[config.mk]
export PLATFORM = sky130hd
export DESIGN_NAME = ctrl_fsm_multicycle
export DESIGN_NICKNAME = d
export VERILOG_FILES = /design/src/rtl/ctrl_fsm_multicycle.sv
export SDC_FILE = /design/constraint.sdc
export NUM_CORES = 1
export LEC_CHECK = 0
export ABC_AREA = 1
export BUFFER_PORTS_ARGS = -buffer_cell sky130_fd_sc_hd__buf_2
export CORE_UTILIZATION = 44
export DETAILED_ROUTE_END_ITERATION = 10
export PLACE_DENSITY = 0.77
export SYNTH_ARGS = -nofsm -noshare
export SYNTH_HDL_FRONTEND = slang
export SYNTH_SLANG_ARGS = --single-unit
[constraint.sdc]
create_clock -name clk -period 1.2 [get_ports clk]
set_input_delay 0.18 -clock clk [delete_from_list [all_inputs] [get_ports clk]]
set_output_delay 0.18 -clock clk [all_outputs]
set_load 0.02 [all_outputs]
[src/rtl/ctrl_fsm_multicycle.sv]
// Multicycle control sequencer: accepts one instruction, evaluates its condition
// against NZCV, then walks DECODE/EXEC/MEM/WB/BRANCH driving registered datapath controls.
module ctrl_fsm_multicycle #(
    parameter int unsigned MEM_TIMEOUT = 16
) (
    input  logic        clk,
    input  logic        reset,
    input  logic        instr_valid,
    input  logic [31:0] instr,
    input  logic [3:0]  flags,
    input  logic        mem_ack,
    output logic        instr_ready,
    output logic [1:0]  ImmSrc,
    output logic        ALUSrc,
    output logic        FlagWrite,
    output logic        MemRead,
    output logic        MemWrite,
    output logic        RegWrite,
    output logic        PCSrc,
    output logic        instr_done,
    output logic        error
);

    localparam int unsigned COND_W  = 4;
    localparam int unsigned OP_W    = 2;
    localparam int unsigned FUNCT_W = 6;
    localparam int unsigned CNT_W   = (MEM_TIMEOUT > 1) ? $clog2(MEM_TIMEOUT) : 1;

    localparam logic [OP_W-1:0]   OP_DP    = 2'b00;
    localparam logic [OP_W-1:0]   OP_MEM   = 2'b01;
    localparam logic [OP_W-1:0]   OP_BR    = 2'b10;
    localparam logic [OP_W-1:0]   OP_UNDEF = 2'b11;
    localparam logic [COND_W-1:0] COND_NV  = 4'b1111;
    localparam logic [CNT_W-1:0]  CNT_LAST = CNT_W'(MEM_TIMEOUT - 1);

    typedef enum logic [2:0] {
        S_IDLE,
        S_DECODE,
        S_EXEC,
        S_MEM,
        S_WB,
        S_BRANCH
    } state_t;

    typedef struct packed {
        logic       ready;
        logic [1:0] imm_src;
        logic       alu_src;
        logic       flag_write;
        logic       mem_read;
        logic       mem_write;
        logic       reg_write;
        logic       pc_src;
        logic       done;
    } ctrl_t;

    localparam ctrl_t CTRL_IDLE = '{ready: 1'b1, default: '0};

    // ARM condition evaluation; NV is trapped as illegal before this matters.
    function automatic logic cond_pass(input logic [COND_W-1:0] cond, input logic [3:0] nzcv);
        logic n, z, c, v;
        logic pass;
        n = nzcv[3];
        z = nzcv[2];
        c = nzcv[1];
        v = nzcv[0];
        unique case (cond)
            4'h0:    pass = z;
            4'h1:    pass = !z;
            4'h2:    pass = c;
            4'h3:    pass = !c;
            4'h4:    pass = n;
            4'h5:    pass = !n;
            4'h6:    pass = v;
            4'h7:    pass = !v;
            4'h8:    pass = c && !z;
            4'h9:    pass = !c || z;
            4'hA:    pass = (n == v);
            4'hB:    pass = (n != v);
            4'hC:    pass = !z && (n == v);
            4'hD:    pass = z || (n != v);
            4'hE:    pass = 1'b1;
            default: pass = 1'b0;
        endcase
        return pass;
    endfunction

    // Immediate/operand selects held for the whole life of an instruction.
    function automatic ctrl_t hold_ctrl(input logic [OP_W-1:0] op, input logic [FUNCT_W-1:0] funct);
        ctrl_t c;
        c = '0;
        c.imm_src = (op == OP_UNDEF) ? 2'b00 : op;
        c.alu_src = (op == OP_DP) ? funct[5] : (op == OP_MEM);
        return c;
    endfunction

    function automatic logic is_compare(input logic [FUNCT_W-1:0] funct);
        return (funct[4:1] == 4'b1010) || (funct[4:1] == 4'b1011);
    endfunction

    state_t               state_q, state_d;
    logic [OP_W-1:0]      op_q, op_d;
    logic [FUNCT_W-1:0]   funct_q, funct_d;
    logic                 skip_q, skip_d;
    logic [CNT_W-1:0]     cnt_q, cnt_d;
    logic                 error_q, error_d;
    ctrl_t                ctrl_q, ctrl_d;

    logic                 new_illegal;
    logic                 new_skip;
    logic                 unused_instr;

    assign new_illegal  = (instr[31:28] == COND_NV) || (instr[27:26] == OP_UNDEF);
    assign new_skip     = new_illegal || !cond_pass(instr[31:28], flags);
    assign unused_instr = ^instr[19:0];

    // Next-state and next-control decode; controls are registered alongside the state.
    always_comb begin
        state_d = state_q;
        op_d    = op_q;
        funct_d = funct_q;
        skip_d  = skip_q;
        cnt_d   = cnt_q;
        error_d = error_q;
        ctrl_d  = CTRL_IDLE;

        unique case (state_q)
            S_IDLE: begin
                if (instr_valid) begin
                    op_d        = instr[27:26];
                    funct_d     = instr[25:20];
                    skip_d      = new_skip;
                    error_d     = error_q | new_illegal;
                    state_d     = S_DECODE;
                    ctrl_d      = hold_ctrl(instr[27:26], instr[25:20]);
                    ctrl_d.done = new_skip;
                end
            end
            S_DECODE: begin
                if (skip_q) begin
                    state_d = S_IDLE;
                end else begin
                    state_d           = S_EXEC;
                    ctrl_d            = hold_ctrl(op_q, funct_q);
                    ctrl_d.flag_write = (op_q == OP_DP) && funct_q[0];
                    ctrl_d.done       = (op_q == OP_DP) && is_compare(funct_q);
                end
            end
            S_EXEC: begin
                unique case (op_q)
                    OP_DP: begin
                        if (!is_compare(funct_q)) begin
                            state_d          = S_WB;
                            ctrl_d           = hold_ctrl(op_q, funct_q);
                            ctrl_d.reg_write = 1'b1;
                            ctrl_d.done      = 1'b1;
                        end else begin
                            state_d = S_IDLE;
                        end
                    end
                    OP_MEM: begin
                        state_d          = S_MEM;
                        cnt_d            = '0;
                        ctrl_d           = hold_ctrl(op_q, funct_q);
                        ctrl_d.mem_read  = funct_q[0];
                        ctrl_d.mem_write = !funct_q[0];
                    end
                    OP_BR: begin
                        state_d       = S_BRANCH;
                        ctrl_d        = hold_ctrl(op_q, funct_q);
                        ctrl_d.pc_src = 1'b1;
                        ctrl_d.done   = 1'b1;
                    end
                    default: state_d = S_IDLE;
                endcase
            end
            S_MEM: begin
                if (mem_ack) begin
                    if (funct_q[0]) begin
                        state_d          = S_WB;
                        ctrl_d           = hold_ctrl(op_q, funct_q);
                        ctrl_d.reg_write = 1'b1;
                        ctrl_d.done      = 1'b1;
                    end else begin
                        state_d     = S_IDLE;
                        ctrl_d.done = 1'b1;
                    end
                end else if (cnt_q == CNT_LAST) begin
                    // Wait budget spent: abort without writeback and latch the fault.
                    state_d     = S_IDLE;
                    error_d     = 1'b1;
                    ctrl_d.done = 1'b1;
                end else begin
                    cnt_d            = cnt_q + CNT_W'(1);
                    ctrl_d           = hold_ctrl(op_q, funct_q);
                    ctrl_d.mem_read  = funct_q[0];
                    ctrl_d.mem_write = !funct_q[0];
                end
            end
            S_WB:     state_d = S_IDLE;
            S_BRANCH: state_d = S_IDLE;
            default:  state_d = S_IDLE;
        endcase
    end

    always_ff @(posedge clk) begin
        if (reset) begin
            state_q <= S_IDLE;
            op_q    <= '0;
            funct_q <= '0;
            skip_q  <= 1'b0;
            cnt_q   <= '0;
            error_q <= 1'b0;
            ctrl_q  <= CTRL_IDLE;
        end else begin
            state_q <= state_d;
            op_q    <= op_d;
            funct_q <= funct_d;
            skip_q  <= skip_d;
            cnt_q   <= cnt_d;
            error_q <= error_d;
            ctrl_q  <= ctrl_d;
        end
    end

    assign instr_ready = ctrl_q.ready;
    assign ImmSrc      = ctrl_q.imm_src;
    assign ALUSrc      = ctrl_q.alu_src;
    assign FlagWrite   = ctrl_q.flag_write;
    assign MemRead     = ctrl_q.mem_read;
    assign MemWrite    = ctrl_q.mem_write;
    assign RegWrite    = ctrl_q.reg_write;
    assign PCSrc       = ctrl_q.pc_src;
    assign instr_done  = ctrl_q.done;
    assign error       = error_q;

    // Structural invariants of the control word.
    a_mem_excl: assert property (@(posedge clk) disable iff (reset) !(MemRead && MemWrite));
    a_idle_quiet: assert property (@(posedge clk) disable iff (reset)
        instr_ready |-> !(MemRead || MemWrite || RegWrite || PCSrc || FlagWrite));

endmodule

==> key figures <==
Clock network
  • TritonCTS buffer count: 3
  • Number of hold buffers added after CTS: 0
  • Worst-Skew Late Latency: 0.33 ns
  • Worst-path clk slew: 0.14 ns
  • Max clock buf depth: 2
  • CTS tree: yes
  • Htree depth: 1
  • CTS sink cnt: 26
  • Root Buffer: clkbuf_4

Placement
  • Buffers on Ports: 29
  • Placer Congestion: 0.838
  • Post-DP HPWL: 2.60 mm
  • Placed cell count: around 310

Logic synthesis
  • Syn. warnings: 0
  • Seq/Total Area, Yosys: a little over a third
  • Distinct cells, synth: 31
  • Synth Net Count: 256
  • Post-Syn Area: approximately 1500 sq um
  • Post-synthesis register bit count: 26
  • Mapped Cells: 211
  • Syn Area/Cell: 6.91 sq um

Critical path
  • Reg-to-reg setup timing slack: -0.11 ns
  • Crit end category: register
  • Slowest library cell on the worst path: dfxtp_2
  • Delay-heaviest family, CP: simple AND/OR/NAND/NOR gates
  • Most used cell along the critical path: nor2_4
  • Startpoint Class: register
  • CP arrival: 1.56 ns
  • Data required time of the worst path: 1.45 ns
  • Buf+Inv Stages, Crit Path: 1
  • Critical path type: register to register
  • Worst Path Max Fanout: 6
  • CP max stage delay: 0.36 ns
  • CP cell instances: ha_4 -> nand3_4 -> nand2_4 -> nor2_4 -> nor2_4 -> inv_4 -> and3_4 -> nor3_2

Outcome
  • Failing checks: negative setup slack
  • Status: complete, but fails checks

STA
  • Slew HR: 81.2%
  • Tmin final: 1.31 ns
  • Final WS setup: -0.113 ns
  • RSZ-0062 raised after global routing: yes
  • Slew @ Worst Pin: about 0.28 ns
  • F_max: 762 MHz
  • Final setup fails: 16
  • Max Slew Vio Count: 0
  • Final hold vios: 0
  • Fin crit share: 109%
  • Worst Clk Skew: 0.00336 ns

Power and ir drop
  • Internal Pwr Total: 1.48 mW
  • Net Sw Frac: 29.2%
  • Switching pwr: 611 uW
  • Power density cells: between 900 and 1000 nW/um^2
  • Lkg Pwr: 1.06 nW
  • Sequential Power Share: 45.3%
  • Combinational share of power: 25.5%
  • Clock power share: just under 30%
  • Power, Total: 2.10 mW
  • VDD IR-drop max: roughly 0.00058 V

Floorplanning
  • Initial core utilization: a little under half
  • IO Count: 51
  • Row cnt: 20
  • Die Ht: 59.6 um
  • Core Region: approximately 3100 sq um
  • Die area: 3550 sq um
  • Die X: 59.6 um

Hold path
  • Worst min-delay path class: primary input to register

Cells and area
  • Final Util: 67.8%
  • Reg area: 534 sq um
  • Finished Layout Cells: 316
  • Nets: 318
  • Layout cell share with drive strength beyond 1: a little over two fifths
  • Ant. Diodes: 0
  • Filler cells: 263
  • Area delta synth->final: 44.2%
  • Area of the multi-input gates: 933 sq um

Drt
  • Total number of vias: between 1,500 and 2,000
  • Initial drt markers: 29
  • Mean routed wirelength per cell: 11.5 um
  • Vias per inst: 4.85
  • Post-route ant nets: 0
  • DRT Wirelength: between 3 and 4 mm
  • DRT Pass-1 Iters: 4
  • DR DRC count: 0

GRT
  • Vias in the first global route: ~1,300
  • Initial antenna violation count: 0
  • First-pass GRT wire length: 5.60 mm
  • Total GRT Usage: 21.3%
  • Largest net degree at the start of global routing: 16
  • Total congestion overflow: 0

Flow run
  • Max Cap Viol: 0
[layer usage]
metal	vias to the layer above	part of all wire [%]	track usage [%]
met5	-	0	0
met1	697	44	25.8
met3	9	2.9	2.62
met2	28	51	37.2
met4	0	1.7	9.63
li1	798	-	-
[worst paths after layout]
kind | from | to | cells after the start
setup reg to reg | cnt_q[0] | cnt_q[3] | 8
hold / removal | instr[24] | funct_q[4] | 3
setup / recovery | cnt_q[0] | cnt_q[3] | 8
hold reg to reg | funct_q[0] | MemWrite | 1
[synthesized netlist by cell type (all sizes together)]
cell,n,area [sq um]
a21oi,12,60.1
a22o,1,8.76
a22oi,1,7.51
a31oi,2,12.5
a41oi,1,8.76
and3,2,12.5
buf,2,12.5
clkbuf,1,3.75
dfxtp,26,521
ha,5,62.6
inv,37,139
nand2,46,180
nand3,14,87.6
nand3b,1,7.51
nor2,31,158
nor3,5,40.0
nor4,2,12.5
o211a,1,10.0
o211ai,3,22.5
o21a,1,7.51
o21ai,17,85.1
[sequential cells by signal, indices dropped and copies added (netlist names)]
register	count
funct_q	5
cnt_q	4
state_q	3
ImmSrc	2
op_q	2
ALUSrc	1
FlagWrite	1
MemRead	1
MemWrite	1
PCSrc	1
RegWrite	1
error	1
instr_done	1
instr_ready	1
skip_q	1
[power groups by stage]
stage,logic [mW],clock network [mW],registers [mW]
final,0.535,0.611,0.950
after global routing,0.588,0.653,0.956
after CTS,0.471,0.617,0.948
after detailed placement,0.456,0,0.962
after global placement,0.449,0,0.961
after floorplan,0.247,0,0.985
[worst reg2reg max path, stage by stage, from the launching register on]
cell	delay, ns
dfxtp_2	0.36
ha_4	0.17
nand3_4	0.07
nand2_4	0.07
nor2_4	0.19
nor2_4	0.08
inv_4	0.08
and3_4	0.18
nor3_2	0.03
[layout by cell type, fill, tap and decap left out, types with 4 or more instances in the layout]
master   count
nor2_4       6
nor3_2       4
a21oi_2      5
buf_4       30
nor2_1      23
o21ai_1      9
dfxtp_2      5
nand3_1     10
o21ai_0      6
inv_1       27
a21oi_1      7
buf_2       29
nand2_1     41
dfxtp_1     19
inv_2        7
[cells by family after synthesis]
logic type      after synthesis  share of synthesized area [%]
flops                        26                           35.7
fa+ha+maj                     5                           4.29
compound gates               39                           15.3
buf+inv                      40                           10.6
simple gates                101                           34.1
[final cells by class]
| type | count | share of cell area (%) |
|---|---|---|
| timing repair buffer | 60 | 18.1 |
| inverter | 37 | 6.96 |
| clock inverter | 1 | 1.43 |
| multi-input combinational | 145 | 44.4 |
| clock buffer | 3 | 1.07 |
| tap | 44 | 2.62 |
| sequential | 26 | 25.4 |
[repair_timing]
item / 4_1_cts / 5_1_grt
endpoints found under the setup margin: 21 / 24
resized for setup: 13 / 40
pin swaps: 3 / 12
hold endpoints to repair: 0 / 0
setup buffers: 1 / 3
[through the flow]
step	instance area [sq um]	hold WS [ns]	setup slack (ns)	TNS (ns)
after detailed placement	1880	0.412	-0.140	-0.896
final	2100	0.0581	-0.113	-0.821
after floorplan	1490	0.257	-0.00839	-0.0121
after CTS	1950	0.0595	-0.0911	-0.680
after global routing	2100	0.0469	-0.183	-2.02
after global placement	1880	0.404	-0.128	-0.666
No activity file was read; power rests on OpenSTA's default activity.
